<file path="src/rtl/mixsx_sched.sv">
// mixsx_sched: round-robin scheduler sharing one mixsx32 engine between NREQ requesters
module mixsx_sched #(
  parameter int NREQ = 4,
  parameter int CWORDS64 = 2,
  parameter int XWORDS32 = 2,
  parameter int IDXW = $clog2(XWORDS32),
  parameter int TIMEOUT = 64
) (
  input  logic                          clk,
  input  logic                          reset,
  input  logic [NREQ-1:0]               req_valid,
  input  logic [NREQ*CWORDS64*64-1:0]   req_c,
  input  logic [NREQ*XWORDS32*32-1:0]   req_x,
  input  logic [NREQ*CWORDS64*IDXW-1:0] req_d,
  output logic [NREQ-1:0]               req_ready,
  output logic                          rsp_valid,
  input  logic                          rsp_ready,
  output logic [$clog2(NREQ)-1:0]       rsp_id,
  output logic [CWORDS64*64-1:0]        rsp_cout,
  output logic                          rsp_err,
  output logic                          busy,
  output logic                          eng_reset,
  output logic                          eng_en,
  output logic [CWORDS64*64-1:0]        eng_c,
  output logic [XWORDS32*32-1:0]        eng_x,
  output logic [CWORDS64*IDXW-1:0]      eng_d,
  input  logic [CWORDS64*64-1:0]        eng_cout,
  input  logic                          eng_done
);
  localparam int IW = $clog2(NREQ);
  localparam int CB = CWORDS64*64;
  localparam int XB = XWORDS32*32;
  localparam int DB = CWORDS64*IDXW;
  localparam int TW = $clog2(TIMEOUT);
  typedef enum logic [2:0] {IDLE, CLR, START, WAIT, RESP} state_t;
  state_t state_q, state_d;
  logic [IW-1:0] ptr_q, ptr_d, id_q, id_d, win;
  logic found;
  logic [CB-1:0] c_q, c_d, c_sel, cout_q, cout_d;
  logic [XB-1:0] x_q, x_d, x_sel;
  logic [DB-1:0] d_q, d_d, d_sel;
  logic [TW-1:0] cnt_q, cnt_d;
  logic err_q, err_d;
  // downward scan so the last hit is the nearest slot at or after ptr
  always_comb begin
    found = 1'b0;
    win = '0;
    for (int i = NREQ-1; i >= 0; i--) begin
      if (req_valid[IW'((int'(ptr_q) + i) % NREQ)]) begin
        found = 1'b1;
        win = IW'((int'(ptr_q) + i) % NREQ);
      end
    end
    c_sel = '0;
    x_sel = '0;
    d_sel = '0;
    for (int i = 0; i < NREQ; i++) begin
      if (win == IW'(i)) begin
        c_sel = req_c[i*CB +: CB];
        x_sel = req_x[i*XB +: XB];
        d_sel = req_d[i*DB +: DB];
      end
    end
  end
  always_comb begin
    state_d = state_q;
    ptr_d = ptr_q;
    id_d = id_q;
    c_d = c_q;
    x_d = x_q;
    d_d = d_q;
    cnt_d = cnt_q;
    cout_d = cout_q;
    err_d = err_q;
    case (state_q)
      IDLE: if (found) begin
        state_d = CLR;
        id_d = win;
        c_d = c_sel;
        x_d = x_sel;
        d_d = d_sel;
        ptr_d = (win == IW'(NREQ-1)) ? '0 : win + 1'b1;
      end
      CLR: state_d = START;
      START: begin
        state_d = WAIT;
        cnt_d = '0;
      end
      WAIT: begin
        cnt_d = cnt_q + 1'b1;
        if (eng_done) begin
          state_d = RESP;
          cout_d = eng_cout;
          err_d = 1'b0;
        end else if (cnt_q == TW'(TIMEOUT-1)) begin
          state_d = RESP;
          cout_d = '0;
          err_d = 1'b1;
        end
      end
      RESP: state_d = rsp_ready ? IDLE : RESP;
      default: state_d = IDLE;
    endcase
  end
  always_ff @(posedge clk) begin
    if (reset) begin
      state_q <= IDLE;
      ptr_q <= '0;
      id_q <= '0;
      c_q <= '0;
      x_q <= '0;
      d_q <= '0;
      cnt_q <= '0;
      cout_q <= '0;
      err_q <= 1'b0;
    end else begin
      state_q <= state_d;
      ptr_q <= ptr_d;
      id_q <= id_d;
      c_q <= c_d;
      x_q <= x_d;
      d_q <= d_d;
      cnt_q <= cnt_d;
      cout_q <= cout_d;
      err_q <= err_d;
    end
  end
  assign req_ready = (state_q == IDLE && found && !reset) ? NREQ'(1) << win : '0;
  assign rsp_valid = state_q == RESP;
  assign rsp_id = id_q;
  assign rsp_cout = cout_q;
  assign rsp_err = err_q;
  assign busy = state_q != IDLE;
  assign eng_reset = reset || state_q == CLR;
  assign eng_en = state_q == START;
  assign eng_c = c_q;
  assign eng_x = x_q;
  assign eng_d = d_q;
endmodule

</file>
<file path="config.mk">
export PLATFORM = sky130hd
export DESIGN_NAME = mixsx_sched
export DESIGN_NICKNAME = d
export VERILOG_FILES = /design/src/rtl/mixsx_sched.sv
export SDC_FILE = /design/constraint.sdc
export NUM_CORES = 1
export LEC_CHECK = 0
export ABC_AREA = 0
export CAP_MARGIN = 20
export CORE_AREA = 2 2 483 485
export DETAILED_ROUTE_END_ITERATION = 7
export DIE_AREA = 0 0 485 487
export GPL_ROUTABILITY_DRIVEN = 0
export PLACE_DENSITY = 0.3
export SLEW_MARGIN = 25
export SYNTH_ARGS = -nofsm -noshare
export SYNTH_HDL_FRONTEND = slang
export SYNTH_SLANG_ARGS = --single-unit
export TNS_END_PERCENT = 10
</file>
<file path="constraint.sdc">
create_clock -name clk -period 2.8 [get_ports clk]
set_input_delay 0.56 -clock clk [delete_from_list [all_inputs] [get_ports clk]]
set_output_delay 0.56 -clock clk [all_outputs]
set_load 0.02 [all_outputs]
</file>
== Yosys cells after proc, flatten, opt, wreduce, memory -nomap -nowiden ==
Index checks and enable logic that the tools add are counted.
Widths: inputs -> output; s select.

* Shift-type cells: 1
* Equal/unequal tests: 10
* Multipliers: 0
* Divide/modulo/power cells: 0
* Bitwise logic cells: 0
* Order comparisons: 4
* Add/subtract/negate cells: 5
* Reduce and logical (&&, ||, !) cells: 12
* Multiplexer cells: 44

{| class="wikitable"
|+ Operators with widths
! operator !! count
|-
| $mux 128 || 6
|-
| $mux 64 || 4
|-
| $mux 2 || 9
|-
| $lt 2x4->1 const B || 4
|-
| $pmux 3 s5 || 1
|-
| $mux 1 || 14
|-
| $mux 3 || 4
|-
| $pmux 6 s2 || 1
|-
| $bmux 1 s2 || 4
|-
| $add 6x1->6 const B || 1
|-
| $eq 3x2->1 const B || 2
|-
| $eq 6x6->1 const B || 1
|-
| $reduce_and 2->1 || 3
|-
| $add 2x1->2 const B || 2
|-
| $add 2x2->2 const B || 2
|-
| $eq 2x2->1 const B || 2
|-
| $mux 4 || 1
|-
| $reduce_bool 2->1 || 2
|-
| $shl 1x2->4 const A || 1
|-
| $eq 3x1->1 const B || 1
|-
| $eq 3x3->1 const B || 1
|-
| $logic_not 3->1 || 1
|-
| $ne 3x3->1 const B || 1
|-
| $reduce_bool 3->1 || 1
|-
| 6 further kinds || 7
|}

* Word-level logic and storage cells: 85
* Input bits: 912
* Memories: 0
* Flip-flop bits (word level): 336
* Output and inout port bits: 333
* Bits in latches: 0
* ROM bits: 0
* Memory bits (writable): 0

== Depth between registers and ports, before layout ==
Gate-level depths: netlist (run 1).

* Depth after elaboration: 13
* Depth in mapped cells: 12
* Gate-level depth less buffers: 9

== Worst setup path before layout (run 1) ==
Ideal clock, no wire load.

* Path type: input port to output port
* Start: in req_valid[2]
* End: out req_ready[3]
* Data arrival time: 2.300 ns
* Required time: 2.240 ns
* Stages on the path: 8
* Path buffers: 3
* Slack: -0.060 ns
* Cells stage by stage: nor2b_1 -> nor3b_1 -> o22a_1 -> ha_1 -> buf_2 -> clkbuf_1 -> clkbuf_1 -> and2_1

* Elaborated cells on any way between the ends: 24
* Those cells by class: 1 x shift; 21 x mux; 2 x reduce/logical

{| class="wikitable"
|+ RTL lines
! element !! RTL line !! text
|-
| start, declared || 11 || <nowiki>input logic [NREQ-1:0] req_valid,</nowiki>
|-
| $bmux 1 s2 || 49 || <nowiki>if (req_valid[IW'((int'(ptr_q) + i) % NREQ)]) begin</nowiki>
|-
| $mux 1 (implied by the code) (2 in a row) || 49 ||
|-
| $mux 2 (3 in a row) || 49 ||
|-
| $mux 2 (*) || 49 ||
|-
| net win[0] || 37 || <nowiki>logic [IW-1:0] ptr_q, ptr_d, id_q, id_d, win;</nowiki>
|-
| $shl 1x2->4 (*) || 128 || <nowiki>assign req_ready = (state_q == IDLE && found && !reset) ? NREQ'(1) << win : '0;</nowiki>
|-
| $mux 4 (*) || 128 ||
|-
| end, declared || 15 || <nowiki>output logic [NREQ-1:0] req_ready,</nowiki>
|}

The timed path passes the listed nets; every way through them passes the cells marked *. The select of a mux whose other input is x is not followed.

== Worst setup path in the final report (run 1) ==
* Start: reg ptr_q[1]
* End: reg c_q[113], in the netlist eng_c[113]

* Word-level cells in the longest chain between the ends: 13
* Elaborated cells on any way between the ends: 32
* Those cells by class: 3 x add/sub; 3 x eq/ne; 24 x mux; 2 x reduce/logical

{| class="wikitable"
|+ RTL lines
! element !! RTL line !! text
|-
| start, declared || 37 ||
|-
| start signal, assigned || 118 || <nowiki>ptr_q <= ptr_d;</nowiki>
|-
| $add 2x2->2 || 49, 51 ||
|-
| $bmux 1 s2 || 49 ||
|-
| $mux 1 (implied by the code) (2 in a row) || 49 ||
|-
| $mux 2 (3 in a row) || 49 ||
|-
| $mux 2 (*) || 49 ||
|-
| net win[1] || 37 ||
|-
| $logic_not 2->1 || 58 || <nowiki>if (win == IW'(i)) begin</nowiki>
|-
| $mux 128 (3 in a row) || 58 ||
|-
| $mux 128 (*) || 58 ||
|-
| end signal, assigned || 110 || <nowiki>c_q <= '0;</nowiki>
|-
| end signal, assigned || 120 || <nowiki>c_q <= c_d;</nowiki>
|-
| end, declared || 39 || <nowiki>logic [CB-1:0] c_q, c_d, c_sel, cout_q, cout_d;</nowiki>
|}

Marked as above.
A chain may end at the register's enable or synchronous reset.

==> metrics.txt, run 1 <==
chip height=487 microns; Cells after Synth=2228; CP arrival=3.32 ns; count leader, synth=dfxtp_1; Core Area=231000 sq um; RSZ-0062 raised after global routing=yes; H-tree levels=2; Via density=3.62; top-area cell type share of the netlist area=37.8%; # setup viols final=0; # IOs=1245; Non-Filler Instances=6574; Sw Ratio=38.2%; Post-synth EDFFs=0; Startpoint Class=flip-flop; number of CTS-inserted buffers=55; CTS tree=done; Final Cell Area=37500 sq um; final-report hold violation count=0; Synth Flop Type=dfxtp_1; Clock Power Share=31.9%; Seq. cell area=6740 sq um; Final HPWL DP=158000 microns; Int Pwr=0.0145 W; worst setup margin=0.0239 ns; FF+latch count, synth=336; Total Power=0.0235 W; placed cell areas=34800 sq um; Peak VDD IR=475 uV; Leak=13.2 nW; Fmax=360 MHz; Worst slew margin=28.5%; die area=236000 sq um; crit path kind=reg -> reg; hold slack=0.240 ns; Req. time, crit path=3.34 ns; # rows=177; max-slew violation count=0; Starting Density=7.70%; Unique masters post-synth=35; nets@finish=4361; Final Skew=0.0412 ns; Commonest cells post-synth=dfxtp_1, a21oi_1, nor2_1; Root Driver=clkbuf_16; gr usage total=15.7%; asr flop ratio synth=0%; PortBufs=1244; DR iter-0 viols=1341; drt wl/cell=29.8 microns; dpl cells=6416; pwr/cell area=628 nW/um^2; cts hold-fix bufs=0; Final Cycle Share=99.1%; Detail Route Antenna Nets=0; Setup WS pre-CTS=-1.17 ns; CTS clk-pin slew, worst paths=0.06 ns; fill count=26100; total of max-cap violations=0; Least-Margin Pin Slew=1.07 ns; post-synth net total=3145; CP max FO=21; Vias=23800; antenna violations before repair=182; run status=finished, final reports clean; drt pass-1 iters=5; global-route wire length before repair=248000 microns; Synth warnings=0; CTS sink cnt=336; syn_area_per_cell=8.00 sq um; worst skew pair latency=0.69 ns; synthesized area=17800 sq um; Synth area leaders=dfxtp_1, a221o_1, a21oi_1, a221oi_2, nor3_1; Switch Pwr=0.00897 W; Tmin final=2.78 ns; Crit. End Element=flip-flop; register share of total power=24.6%; area of the multi-input gates=9610 sq um; Area growth syn-to-layout=110%; Die Wd=485 microns; total gr overflow=0; sequential area share after synthesis=37.8%; post-route DRC violation count=0; pin count of the biggest net entering global routing=133; Comb power frac=43.5%; layout cells sized above 1=12.8%; clock buffer depth=3; vias in the first global route=24100; drt total wl=196000 microns; Hold Path Class=in -> reg; Synth area leader=dfxtp_1
==> registers in the layout (all words and copies together) (netlist names) <==
signal and count:
cnt_q 6, eng_c 128, rsp_cout 128, rsp_id 2, ptr_q 2, eng_x 64, rsp_err 1, eng_d 2
state_q 3
==> what timing repair did <==
item	CTS	global route
gates cloned	3	6
setup endpoints to repair	200	125
setup buffers	3	5
gates resized for setup	85	40
pin swaps	11	12
==> kinds of logic after synthesis <==
kind of cell / share of synthesized area, %
and+or+nand+nor: 13.9
adders and majority gates: 0.351
buffers and inverters: 10.5
DFF: 37.8
AOI/OAI and AO/OA: 37.5
==> per-layer routing <==
layer,part of all wire (%),GRT usage (%),vias up
met4,2.2,3.15,154
met1,36,16.8,11400
met3,14,9.55,354
li1,-,-,10700
met5,0.50,0,-
met2,47,26.5,1174
==> critical path, cell delays in order, from the launching register on <==
cell      delay [ns]
dfxtp_4         0.39
a21oi_4         0.07
o32ai_4         0.36
buf_4           0.18
inv_4           0.04
ha_4            0.17
buf_8           0.15
buf_16          0.17
buf_16          0.19
buf_12          0.16
a221o_1         0.31
a221oi_4        0.29
nor3_2          0.08
==> power by group through the flow <==
stage          Clock (W)  Sequential [W]  Combinational (W)
3_3_place_gp           0         0.00588             0.0100
5_1_grt          0.00799         0.00585             0.0109
4_1_cts          0.00790         0.00579             0.0102
2_1_floorplan          0         0.00642            0.00380
3_5_place_dp           0         0.00587            0.00999
6_report         0.00750         0.00578             0.0102
==> cells in the final DEF (no fill, tap or decap), drive strengths merged, types with 4 or more instances in the layout <==
cell              n
bufinv            4
diode            42
nand2           138
dfxtp           336
nor3b             5
clkbuf           88
clkinv           11
clkdlybuf4s50  1229
nor2b             5
a221oi          194
clkinvlp          4
a21oi           332
buf             175
nor3            198
a221o           194
dlygate4sd2       4
inv             200
o21ai           132
and2              6
ha                5
nor2            207
==> final cells by class <==
cell class / count / share of cell area (%)
Tap cell: 3043 / 10.2
Clock inverter: 20 / 0.621
Inverter: 199 / 2.00
Timing Repair Buffer: 1415 / 38.9
Clock buffer: 82 / 4.43
Sequential cell: 336 / 18.0
Multi-Input combinational cell: 1437 / 25.7
Antenna cell: 42 / 0.281
==> path summary, 6_finish.rpt <==
| kind | startpoint | end | slack [ns] | depth (start not counted) |
|---|---|---|---|---|
| worst max register to register | ptr_q[1]$_SDFFE_PP0N_ | eng_c[113]$_SDFFE_PP0N_ | 0.02 | 12 |
| worst min register to register | rsp_cout[6]$_SDFFE_PP0P_ | rsp_cout[6]$_SDFFE_PP0P_ | 0.47 | 2 |
| worst max-delay path | ptr_q[1]$_SDFFE_PP0N_ | eng_c[113]$_SDFFE_PP0N_ | 0.02 | 12 |
| worst min-delay path | reset | rsp_id[0]$_SDFFE_PP0N_ | 0.24 | 3 |
==> stage by stage <==
stage | setup TNS, ns | utilization [%]
final | 0 | 16.2
after global routing | -0.969 | 16.1
after CTS | -0.875 | 16.0
after detailed placement | -200.67 | 15.0
after global placement | -213.30 | 15.0
after floorplan | -0.0833 | -
Power figures use the tool's default switching activity.
==> run 2: changes to the inputs <==
--- a/config.mk
+++ b/config.mk
@@ -6,9 +6,9 @@
 export NUM_CORES = 1
 export LEC_CHECK = 0
-export ABC_AREA = 0
+export ABC_AREA = 1
 export CAP_MARGIN = 20
-export CORE_AREA = 2 2 483 485
+export CORE_AREA = 2 2 484 486
 export DETAILED_ROUTE_END_ITERATION = 7
-export DIE_AREA = 0 0 485 487
+export DIE_AREA = 0 0 486 488
 export GPL_ROUTABILITY_DRIVEN = 0
 export PLACE_DENSITY = 0.3
==> constraint.sdc (replaced) <==
create_clock -name clk -period 3.3 [get_ports clk]
set_input_delay 0.66 -clock clk [delete_from_list [all_inputs] [get_ports clk]]
set_output_delay 0.66 -clock clk [all_outputs]
set_load 0.1 [all_outputs]
==> run 2 against run 1 <==
- synthesized cell count up 36%
- critical path depth up 3
- via count up 5.2%
- cell area down 2.7%
==> metrics.txt, run 2 <==
total of max-cap violations=0; max-slew violation count=0; # rows=177; synthesized area=18200 sq um; Area growth syn-to-layout=99.9%; run status=finished, final reports clean; Post-synth EDFFs=0; register share of total power=13.2%; cts hold-fix bufs=0; Req. time, crit path=2.64 ns; Int Pwr=0.0186 W; Sw Ratio=57.5%; number of CTS-inserted buffers=54; post-synth net total=3951; post-route DRC violation count=0; sequential area share after synthesis=36.9%; # setup viols final=0; CP arrival=2.53 ns; asr flop ratio synth=0%; CP max FO=2; crit path kind=in -> out; H-tree levels=2; PortBufs=1244; final-report hold violation count=0; CTS sink cnt=336; # IOs=1245; Final Skew=0.0498 ns; FF+latch count, synth=336; nets@finish=5170; Worst slew margin=37.4%; CP peak stage delay=0.49 ns; vias in the first global route=25300; Fmax=314 MHz; Final HPWL DP=150000 microns; Startpoint Class=primary input; pin count of the biggest net entering global routing=137; Crit path top cell by count=nand2_1; total gr overflow=0; fill count=26700; Die Wd=486 microns; clock buffer depth=3; syn_area_per_cell=6.01 sq um; count leader, synth=nand2_1; commonest cells after routing, fill and taps aside=nand2_1, clkdlybuf4s50_1, buf_4, nor2_1, dfxtp_1; Core Area=232000 sq um; Leak=15.2 nW; antenna violations before repair=150; die area=237000 sq um; layout cells sized above 1=14.5%; Switch Pwr=0.0252 W; CP max stage cell=clkdlybuf4s50_1; DR iter-0 viols=1257; drt wl/cell=24.2 microns; Commonest cells post-synth=nand2_1, nor2_1, dfxtp_1; Seq. cell area=6730 sq um; Via density=3.40; drt pass-1 iters=5; Core Util, Final=15.7%; Synth area leaders=dfxtp_1, nand2_1, a21oi_1, o21ai_0, nor2_1; commonest non-fill, non-tap cell in the layout=nand2_1; critical path, cell by cell=clkdlybuf4s50_1 -> inv_1 -> nand2_2 -> nand3_2 -> nand2_1 -> nand3_4 -> nand2_1 -> nand2_1 -> nand2_2 -> buf_6 -> buf_6 -> ha_4 -> bufinv_16 -> nor2_4 -> buf_12; Synth warnings=0; Synth Flop Type=dfxtp_1; Detail Route Antenna Nets=0; Final Cycle Share=96.6%; area of the multi-input gates=10400 sq um; Comb power frac=72.5%; Synth area leader=dfxtp_1; Clock Power Share=14.4%; Peak VDD IR=466 uV; Root Driver=clkbuf_16; global-route wire length before repair=231000 microns; RSZ-0062 raised after global routing=yes; chip height=488 microns; drt total wl=178000 microns; Tmin final=3.19 ns; gr usage total=14.3%; top-area cell type share of the netlist area=36.9%; CTS tree=done; worst skew pair latency=0.71 ns; Starting Density=7.86%; pwr/cell area=1200 nW/um^2; Crit. End Element=output pin; Least-Margin Pin Slew=0.938 ns; hold slack=0.352 ns; Hold Path Class=in -> reg; TNS Setup=0 ns; CTS clk-pin slew, worst paths=0.07 ns; Vias=25100; Unique masters post-synth=26; Cells after Synth=3034
==> run 2: changes by cell type after synthesis, moves of 173 or more <==
cell	delta
inv_1	-173
a221o_1	-194
nor2_1	+195
o21ai_0	+183
nor3_1	-196
nand2_1	+1137
==> run 2: final timing paths <==
check                                               start  cells past startpoint  slack [ns]                        end
worst max-delay path                         req_valid[2]                     15        0.11               req_ready[3]
worst min-delay path                                reset                      4        0.35      cnt_q[0]$_SDFFE_PP0P_
worst max register to register      ptr_q[0]$_SDFFE_PP0N_                     21        0.28     eng_x[58]$_SDFFE_PP0N_
worst min register to register  rsp_cout[92]$_SDFFE_PP0P_                      2        0.46  rsp_cout[92]$_SDFFE_PP0P_
==> run 2: cells by family (layout without fill, tap and decap cells) <==
family	Yosys count	after routing	share of synthesized area (%)
flops	336	336	36.9
buf+inv	266	1524	7.43
compound gates	735	735	20.3
fa+ha+maj	5	5	0.343
simple gates	1692	1692	35.0
other cells	0	45	0
==> run 2: final cells by class <==
cell class | count | area share, %
antenna | 45 | 0.309
clock buffer | 75 | 4.28
clock inverter | 20 | 0.859
inverter | 28 | 0.453
multi-input combinational | 2432 | 28.4
sequential | 336 | 18.5
tap | 3043 | 10.5
timing repair buffer | 1401 | 36.8
==> run 2: timing repair <==
action / CTS / global route
resized for setup: 28 / 29
setup buffers: 5 / 3
setup endpoints to repair: 4 / 5
pin swaps: 9 / 15
hold endpoints to repair: 0 / 0
==> run 2: worst max-delay path: cells and delay by family <==
family,cells,cell delay [ns]
fa+ha+maj,1,0.13
simple gates,8,0.64
buf+inv,6,1.10
==> run 2: power groups by stage <==
stage	registers, W	logic [W]	clock network [W]
2_1_floorplan	0.0124	0.0132	0
3_3_place_gp	0.00583	0.0321	0
3_5_place_dp	0.00587	0.0319	0
4_1_cts	0.00580	0.0323	0.00666
5_1_grt	0.00591	0.0349	0.00676
6_report	0.00578	0.0318	0.00630
==> run 2: metal layers <==
layer | GRT usage (%) | share of wire (%) | vias up
met4 | 6.15 | 4.6 | 80
met3 | 7.55 | 12 | 331
met5 | 0 | 0.29 | -
met1 | 14.6 | 36 | 11300
met2 | 24.4 | 47 | 1141
li1 | - | - | 12200
==> run 2: through the flow <==
| stage | instance area [sq um] | std cells | worst slack [ns] | total power, W |
|---|---|---|---|---|
| global route | 36400 | 7352 | -0.0273 | 0.0476 |
| floorplan | 18200 | 3034 | -0.0951 | 0.0257 |
| finish | 36400 | 7380 | 0.112 | 0.0438 |
| detailed placement | 34200 | 7233 | -0.409 | 0.0378 |
| global placement | 34200 | 7233 | -0.480 | 0.0379 |
| CTS | 36200 | 7332 | 0.00311 | 0.0447 |
